## src/rtl/bcd_pkg.sv

```systemverilog
// Shared types and constant helpers for the serial binary-to-BCD converter.
package bcd_pkg;

  typedef enum logic [1:0] {
    IDLE  = 2'd0,
    SHIFT = 2'd1,
    DONE  = 2'd2
  } state_t;

  function automatic logic [63:0] pow10(input int unsigned n);
    logic [63:0] r;
    r = 64'd1;
    for (int unsigned i = 0; i < n; i++) r = r * 64'd10;
    return r;
  endfunction

  function automatic int unsigned clog2(input int unsigned v);
    int unsigned r;
    r = 0;
    while ((64'd1 << r) < 64'(v)) r++;
    return r;
  endfunction

endpackage

```

## src/rtl/bcd_digit_adj.sv

```systemverilog
// Double-dabble digit correction: add 3 to any BCD nibble that is 5 or more.
module bcd_digit_adj (
  input  logic [3:0] d_i,
  output logic [3:0] d_o
);

  always_comb begin
    d_o = d_i;
    if (d_i >= 4'd5) d_o = d_i + 4'd3;
  end

endmodule

```

## src/rtl/bin_to_bcd_seq.sv

```systemverilog
// Serial double-dabble binary-to-BCD converter, one adjust/shift step per clock,
// with valid/ready handshakes, overflow saturation and leading-zero mask.
module bin_to_bcd_seq
  import bcd_pkg::*;
#(
  parameter int unsigned BIN_W  = 12,
  parameter int unsigned DIGITS = 4
) (
  input  logic                  clk,
  input  logic                  rst_n,
  input  logic                  in_valid,
  output logic                  in_ready,
  input  logic [BIN_W-1:0]      bin_in,
  output logic                  out_valid,
  input  logic                  out_ready,
  output logic [4*DIGITS-1:0]   out_bcd,
  output logic                  out_ovf,
  output logic [DIGITS-1:0]     out_lz
);

  localparam int unsigned BCD_W  = 4 * DIGITS;
  localparam int unsigned SR_W   = BCD_W + BIN_W;
  localparam int unsigned CNT_W  = clog2(BIN_W + 1);
  localparam logic [63:0] OVF_TH = pow10(DIGITS);

  state_t               state_q, state_d;
  logic [CNT_W-1:0]     cnt_q, cnt_d;
  logic [SR_W-1:0]      sr_q, sr_d;
  logic                 ovf_q, ovf_d;
  logic [BCD_W-1:0]     bcd_q, bcd_d;
  logic                 ovf_out_q, ovf_out_d;
  logic [DIGITS-1:0]    lz_q, lz_d;

  logic [BCD_W-1:0]     adj_bcd;
  logic [SR_W-1:0]      sr_shift;

  for (genvar g = 0; g < DIGITS; g++) begin : g_adj
    bcd_digit_adj u_adj (
      .d_i (sr_q[BIN_W + 4*g +: 4]),
      .d_o (adj_bcd[4*g +: 4])
    );
  end

  // Corrected BCD field rejoined with the remaining binary bits, then shifted.
  assign sr_shift = {adj_bcd, sr_q[BIN_W-1:0]} << 1;

  always_ff @(posedge clk or negedge rst_n) begin
    if (!rst_n) begin
      state_q   <= IDLE;
      cnt_q     <= '0;
      sr_q      <= '0;
      ovf_q     <= 1'b0;
      bcd_q     <= '0;
      ovf_out_q <= 1'b0;
      lz_q      <= '0;
    end else begin
      state_q   <= state_d;
      cnt_q     <= cnt_d;
      sr_q      <= sr_d;
      ovf_q     <= ovf_d;
      bcd_q     <= bcd_d;
      ovf_out_q <= ovf_out_d;
      lz_q      <= lz_d;
    end
  end

  always_comb begin
    state_d = state_q;
    unique case (state_q)
      IDLE:    if (in_valid) state_d = SHIFT;
      SHIFT:   if (cnt_q == CNT_W'(1)) state_d = DONE;
      DONE:    if (out_ready) state_d = IDLE;
      default: state_d = IDLE;
    endcase
  end

  always_comb begin
    in_ready  = (state_q == IDLE);
    out_valid = (state_q == DONE);

    sr_d      = sr_q;
    cnt_d     = cnt_q;
    ovf_d     = ovf_q;
    bcd_d     = bcd_q;
    ovf_out_d = ovf_out_q;
    lz_d      = lz_q;

    unique case (state_q)
      IDLE: begin
        if (in_valid) begin
          sr_d  = {{BCD_W{1'b0}}, bin_in};
          cnt_d = CNT_W'(BIN_W);
          ovf_d = (64'(bin_in) >= OVF_TH);
        end
      end
      SHIFT: begin
        sr_d  = sr_shift;
        cnt_d = cnt_q - CNT_W'(1);
        if (cnt_q == CNT_W'(1)) begin
          bcd_d     = ovf_q ? {DIGITS{4'h9}} : sr_shift[SR_W-1:BIN_W];
          ovf_out_d = ovf_q;
          lz_d[0]   = 1'b0;
          // Digit i is blankable when it and every digit above it are zero.
          for (int unsigned i = 1; i < DIGITS; i++) begin
            lz_d[i] = ((bcd_d >> (4*i)) == '0);
          end
        end
      end
      default: ;
    endcase
  end

  assign out_bcd = bcd_q;
  assign out_ovf = ovf_out_q;
  assign out_lz  = lz_q;

endmodule
```

## config.mk

```make
export PLATFORM = sky130hd
export DESIGN_NAME = bin_to_bcd_seq
export DESIGN_NICKNAME = d
export VERILOG_FILES = /design/src/rtl/bcd_pkg.sv /design/src/rtl/bcd_digit_adj.sv /design/src/rtl/bin_to_bcd_seq.sv
export SDC_FILE = /design/constraint.sdc
export NUM_CORES = 1
export LEC_CHECK = 0
export ABC_AREA = 1
export CAP_MARGIN = 5
export CORE_ASPECT_RATIO = 1.2
export CORE_MARGIN = 4
export CORE_UTILIZATION = 30
export CTS_CLUSTER_DIAMETER = 120
export CTS_CLUSTER_SIZE = 8
export DETAILED_ROUTE_END_ITERATION = 7
export PLACE_DENSITY = 0.58
export SLEW_MARGIN = 10
export SYNTH_ARGS = -nofsm -noshare
export SYNTH_HDL_FRONTEND = slang
export SYNTH_SLANG_ARGS = --single-unit
```

## constraint.sdc

```tcl
create_clock -name clk -period 1.9 [get_ports clk]
set_clock_uncertainty 0.2 [all_clocks]
set_input_delay 0.285 -clock clk [delete_from_list [all_inputs] [get_ports clk]]
set_output_delay 0.285 -clock clk [all_outputs]
set_load 0.005 [all_outputs]
```

==> metrics.txt, run 1 <==
Critical Path Stages 2; global-route wire length before repair roughly 9400 um; period utilisation layout 0.968; Buf+Inv Stages, Crit Path 1; largest net degree at the start of global routing 36; initial antenna violation count 0; Mapped Area 2520 um2; PD cells about 1700 nW/um2; number of I/O port buffers 36; CP peak stage delay a little over 0.5 ns; Critical Path RT 1.41 ns; RSZ-0062 raised after global routing no; CTS HTree Levels 2; synthesis warning total 0; Initial DRT Pass Iterations 4; width of the chip a little over 90 um; cells after synthesis 286; global route total overflow 0; diode count 0; commonest register cell after synthesis dfrtp_1; routed len/inst 11.9 um; reg-to-reg slack, setup 0.21 ns; fin nets 360; startpoint type of the worst setup path flip-flop; FP Rows 36; Reg2Reg Depth 11; #FFs+latches synth 53; total track usage 0.116; Unique masters post-synth 30; CTS Root Buffer Type clkbuf_8; kind of critical path reg2out; Seq/Total Area, Yosys 0.526; CP delay by family, top buffers and inverters; core area 8150 um2; clk sinks 53; Slowest-stage cell, CP clkdlybuf4s50_1; count leader, synth nand2_1; MaxCap Viol Count 0; Pins Over Slew Limit 0; Arr. time, crit path 1.35 ns; Final TNS setup 0 ns; CTS buffer count 5; critical path endpoint category primary output; Leak 1.53 nW; Final min period 1.84 ns; CTS tree built; Post-synth top cells nand2_1 (80), dfrtp_1 (53), inv_1 (30), o21ai_0 (27), o22ai_1 (16); cell total after placement approximately 430; met2 WL approximately 2700 um; Clock Latency Late Sink about 0.31 ns; final count of negative-setup-slack endpoints 0; asr flop ratio synth 1.00; buffer depth of the longest clock path 2; Non-Filler Instances 448; DR WL met3 190 um; Hold/Removal Path Class in2async; number of global-route vias before repair around 2100; Post-synth EDFFs 0; Remaining DRCs 0; IO Count 39; M1 wire length roughly 2400 um; outcome finished, final reports clean; Die Span Y around 110 um; cell chain of the critical path nor2_1 -> clkdlybuf4s50_1; area leader, netlist dfrtp_1; maximum clock rate 0.544 GHz; clock slew seen by the registers of the worst setup and hold paths roughly 0.1 ns; Vias 2021; Hold Vio Cnt, Final 0; DIE AREA 9940 um2; Filler cells about 850; routed vias/inst 4.51; syn_area_per_cell roughly 9 um2; layout cells sized above 1 0.108; dpl hpwl between 3000 and 4000 um; Synth top area share 0.526; VDD IR-drop max 0.692 mV; area growth from synthesis to layout 27.0%; initial core utilization 0.309; Final ANT Viol Nets 0; top cells by area, synth dfrtp_1 (53%), nand2_1 (12%), o21ai_0 (5.4%), ha_1 (5.0%), inv_1 (4.5%); CP max FO 4; highest routed layer met4; gpl congestion 0.724; Post-Route WL approximately 5300 um; initial DRC count 96
## final timing paths
| check | startpoint | to |
|---|---|---|
| worst max-delay path | state_q[0] | out_valid |
| worst min-delay path | rst_n | sr_q[2] |
| worst max register to register | sr_q[20] | out_lz[1] |
| worst min register to register | sr_q[9] | sr_q[9] |
| max in group asynchronous | rst_n | out_bcd[13] |
| min in group clk | sr_q[9] | sr_q[9] |
## report_power, final
part	switching (W)	internal [W]
Sequential	0.000278	0.00164
Clock	0.000368	0.000384
Combinational	0.00156	0.00117
## logic make-up (layout without fill, tap and decap cells)
family / after synthesis / count (layout) / share of synthesized area
XOR/XNOR: 1 / 1 / 0.00347
buffers and inverters: 44 / 91 / 0.0749
other: 1 / 2 / 0.00149
adder cells (fa/ha/maj): 10 / 10 / 0.0496
AO/OA/AOI/OAI: 62 / 62 / 0.143
AND/OR/NAND/NOR: 115 / 115 / 0.201
flip-flops: 53 / 53 / 0.526
## through the flow
| stage | hold WS [ns] | utilization | area [um2] | setup slack [ns] | total power (W) |
|---|---|---|---|---|---|
| 2_1_floorplan | -0.211 | - | 2530 | 0.301 | 0.00369 |
| 4_1_cts | 0.249 | 0.388 | 3160 | 0.0182 | 0.00541 |
| 3_3_place_gp | 0.0587 | 0.372 | 3030 | 0.192 | 0.00455 |
| 5_1_grt | 0.283 | 0.393 | 3200 | 0.0127 | 0.00597 |
| 6_report | 0.240 | 0.393 | 3200 | 0.0610 | 0.00540 |
| 3_5_place_dp | 0.0598 | 0.372 | 3030 | 0.182 | 0.00462 |
## per-layer routing
layer,up-vias,global-route usage
li1,1036,-
met1,944,0.141
met2,36,0.205
met3,5,0.0271
met4,0,0.0329
met5,-,0
## registers in the layout (all words and copies together), names as in the netlist
name	cells
state_q	2
cnt_q	4
out_lz	3
sr_q	28
out_bcd	16
## cells in the final DEF, fill, tap and decap left out, drive strengths merged, types with 4 or more instances in the layout
cell | Yosys | final
dfrtp | 53 | 53
inv | 33 | 33
a22oi | 8 | 8
buf | 9 | 15
clkdlybuf4s50 | 0 | 34
a21oi | 4 | 4
o21ai | 30 | 30
ha | 10 | 10
o22ai | 16 | 16
nand2 | 81 | 81
nand4 | 7 | 7
nand3 | 12 | 12
nor2 | 12 | 12
clkbuf | 2 | 5
## repair_timing
action	4_1_cts	5_1_grt
endpoints found under the setup margin	2	3
setup buffers	2	4
pin swaps	1	0
hold buffers	1	0
gates cloned	0	0
resized for setup	3	3
hold endpoints to repair	16	0
## final cells by class
type | count | area [um2] | share of cell area
clock inverter | 2 | 35.0 | 0.0109
tap | 114 | 143 | 0.0445
multi-input combinational | 190 | 1020 | 0.320
inverter | 33 | 124 | 0.0387
timing repair buffer | 51 | 482 | 0.150
clock buffer | 5 | 68.8 | 0.0215
sequential | 53 | 1330 | 0.414
Note: power is estimated with default switching activity, not from simulation.
==> run 2, diff against run 1 <==
--- a/config.mk
+++ b/config.mk
@@ -11,7 +11,6 @@
 export CORE_MARGIN = 4
 export CORE_UTILIZATION = 30
 export CTS_CLUSTER_DIAMETER = 120
-export CTS_CLUSTER_SIZE = 8
 export DETAILED_ROUTE_END_ITERATION = 7
 export PLACE_DENSITY = 0.58
 export SLEW_MARGIN = 10
==> results of run 2 <==
Final layout, timing and power as in run 1 (identical DEF).
==> run 3, diff against run 2 <==
--- a/config.mk
+++ b/config.mk
@@ -12,6 +12,7 @@
 export CORE_UTILIZATION = 30
 export CTS_CLUSTER_DIAMETER = 120
 export DETAILED_ROUTE_END_ITERATION = 7
+export GPL_TIMING_DRIVEN = 0
 export PLACE_DENSITY = 0.58
 export SLEW_MARGIN = 10
 export SYNTH_ARGS = -nofsm -noshare
==> run 3 against run 2 <==
  * Clock-buffer cell count did not move
  * Highest routed layer unchanged
  * Register-to-register slack got worse by 0.06 ns
  * Design area rose by 2.3%
  * Critical path type is now reg2reg
  * Sequential share of layout area fell by 0.88 points
  * Global-route usage rose by 0.55 points
  * Final cell count rose by 1.8%
  * First-iteration DRC count fell by 13%
  * Fmax rose by 5.2%
==> metrics.txt, run 3 (same netlist as run 1, synthesis figures left out) <==
area growth from synthesis to layout 29.9% (was 27.0%); CP delay by family, top buffers and inverters (unchanged); Die Span Y 108 um (unchanged); dpl ws 0.0412 ns (was 0.182 ns); Storage cell area 1330 um2 (about the same); cell chain of the critical path buf_4 -> nor2_8 -> inv_2 -> nand2_1 -> buf_2 -> o22ai_1 (was nor2_1 -> clkdlybuf4s50_1); kind of critical path reg2reg (was reg2out); buffer depth of the longest clock path 2 (unchanged); placed cell area 3040 um2 (was 3030 um2); width of the chip 91.7 um (unchanged); VDD IR-drop max 0.643 mV (was 0.692 mV); PD cells 1700 nW/um2 (was 1690 nW/um2); fin nets 367 (was 360); startpoint type of the worst setup path flip-flop (unchanged); hold_ws 0.241 ns (was 0.240 ns); Final Core Density 0.402 (was 0.393); most frequent cells in the layout nand2_1 (80), dfrtp_1 (51), clkdlybuf4s50_1 (33) (was nand2_1 (79), dfrtp_1 (52), clkdlybuf4s50_1 (34)); CTS HTree Levels 2 (unchanged); clock slew seen by the registers of the worst setup and hold paths 0.11 ns (was 0.10 ns); dpl hpwl 4120 um (was 3830 um); CTS tree built (unchanged); Slowest-stage cell, CP dfrtp_2 (was clkdlybuf4s50_1); global-route wire length before repair 9790 um (was 9430 um); CP peak stage delay 0.45 ns (was 0.51 ns); maximum clock rate 0.572 GHz (was 0.544 GHz); Buf+Inv Stages, Crit Path 3 (was 1); routed vias/inst 4.67 (was 4.51); initial core utilization 0.309 (unchanged); outcome finished, final reports clean (unchanged); Critical Path RT 1.89 ns (was 1.41 ns); Arr. time, crit path 1.74 ns (was 1.35 ns); clk sinks 53 (unchanged); Slew headroom 0.665; Leak 1.59 nW (was 1.53 nW); diode count 0 (unchanged); fin area 3280 um2 (was 3200 um2); total track usage 0.121 (was 0.116); number of I/O port buffers 36 (unchanged); Filler cells 844 (was 849); Non-Filler Instances 456 (was 448); global route total overflow 0 (unchanged); initial DRC count 84 (was 96); Final WS setup 0.151 ns (was 0.0610 ns); RSZ-0062 raised after global routing no (unchanged); Vias 2128 (was 2021); CP max FO 10 (was 4); commonest non-fill, non-tap cell in the layout nand2_1 (unchanged); Pins Over Slew Limit 0 (unchanged); number of global-route vias before repair 2197 (was 2088); Final ANT Viol Nets 0 (unchanged); routed len/inst 12.7 um (was 11.9 um); Initial DRT Pass Iterations 7 (was 4); FP Rows 36 (unchanged); gpl congestion 0.811 (was 0.724); Final min period 1.75 ns (was 1.84 ns); layout cells sized above 1 0.129 (was 0.108); Most flops, register sr_q (unchanged); MaxCap Viol Count 0 (unchanged); CTS Root Buffer Type clkbuf_8 (unchanged); Worst Max-Slew Pin Slew 0.502 ns; IO Count 39 (unchanged); Hold Vio Cnt, Final 0 (unchanged); final count of negative-setup-slack endpoints 0 (unchanged); largest net degree at the start of global routing 34 (was 36); critical path endpoint category flip-flop (was primary output); Largest register FFs 28 (unchanged); Hold/Removal Path Class in2async (unchanged); DIE AREA 9940 um2 (unchanged); Remaining DRCs 0 (unchanged); initial antenna violation count 0 (unchanged); area of the multi-input gates 1050 um2 (was 1020 um2); Post-Route WL 5780 um (was 5330 um); Clock Latency Late Sink 0.32 ns (was 0.31 ns); CTS buffer count 5 (unchanged); core area 8150 um2 (unchanged); period utilisation layout 0.921 (was 0.968); cell total after placement 438 (was 434)
## run 3: cell count changes in the layout (fill, tap and decap cells not counted), moves of 2 or more
| cell | before | now |
|---|---|---|
| nor2_1 | 7 | 5 |
| dlymetal6s2s_1 | 0 | 2 |
| clkbuf_2 | 0 | 2 |
| buf_2 | 1 | 5 |
| buf_4 | 13 | 11 |
| nor2_4 | 0 | 3 |
| inv_6 | 0 | 2 |
## run 3: routing by layer
metal | track usage | vias up | share of wire
li1 | - | 1058 | -
met1 | 0.143 | 1019 | 0.43
met2 | 0.221 | 44 | 0.52
met3 | 0.0237 | 7 | 0.037
met4 | 0.0403 | 0 | 0.013
met5 | 0 | - | 0
## run 3: cell type report
class                           instances  area share
Multi-Input combinational cell        191       0.319
Clock inverter                          3      0.0145
Inverter                               33      0.0378
Timing Repair Buffer                   46       0.138
Tap cell                              114      0.0435
Clock buffer                            5      0.0210
Buffer                                 11      0.0206
Sequential cell                        53       0.406
## run 3: through the flow
stage	setup TNS [ns]	total power [W]
4_1_cts	0	0.00551
6_report	0	0.00556
5_1_grt	0	0.00615
3_5_place_dp	0	0.00463
3_3_place_gp	-69.41	0.00454
2_1_floorplan	0	0.00369
## run 3: timing repair
action                                  in CTS  in global routing
cloned                                       0                  1
hold buffers                                 1                  0
hold endpoints to repair                    20                  0
endpoints found under the setup margin       3                 22
pin swaps                                    1                  2
resized for setup                            4                 11
buffers inserted                             3                  5
## run 3: path summary, 6_finish.rpt
path / start / to / slack (ns) / cells after the start
setup / recovery: state_q[1] / sr_q[25] / 0.15 / 6
max in group asynchronous: rst_n / out_bcd[5] / 0.70 / 3
hold / removal: rst_n / sr_q[2] / 0.24 / 2
setup reg to reg: state_q[1] / sr_q[25] / 0.15 / 6
min in group clk: out_lz[2] / out_lz[2] / 0.29 / 2
hold reg to reg: out_lz[2] / out_lz[2] / 0.29 / 2
## run 3: power by group
part	total (W)	internal (W)	switching (W)
combinational	0.00281	0.00119	0.00162
clock	0.000813	0.000403	0.000410
sequential	0.00194	0.00164	0.000297
total	0.00556	0.00324	0.00233
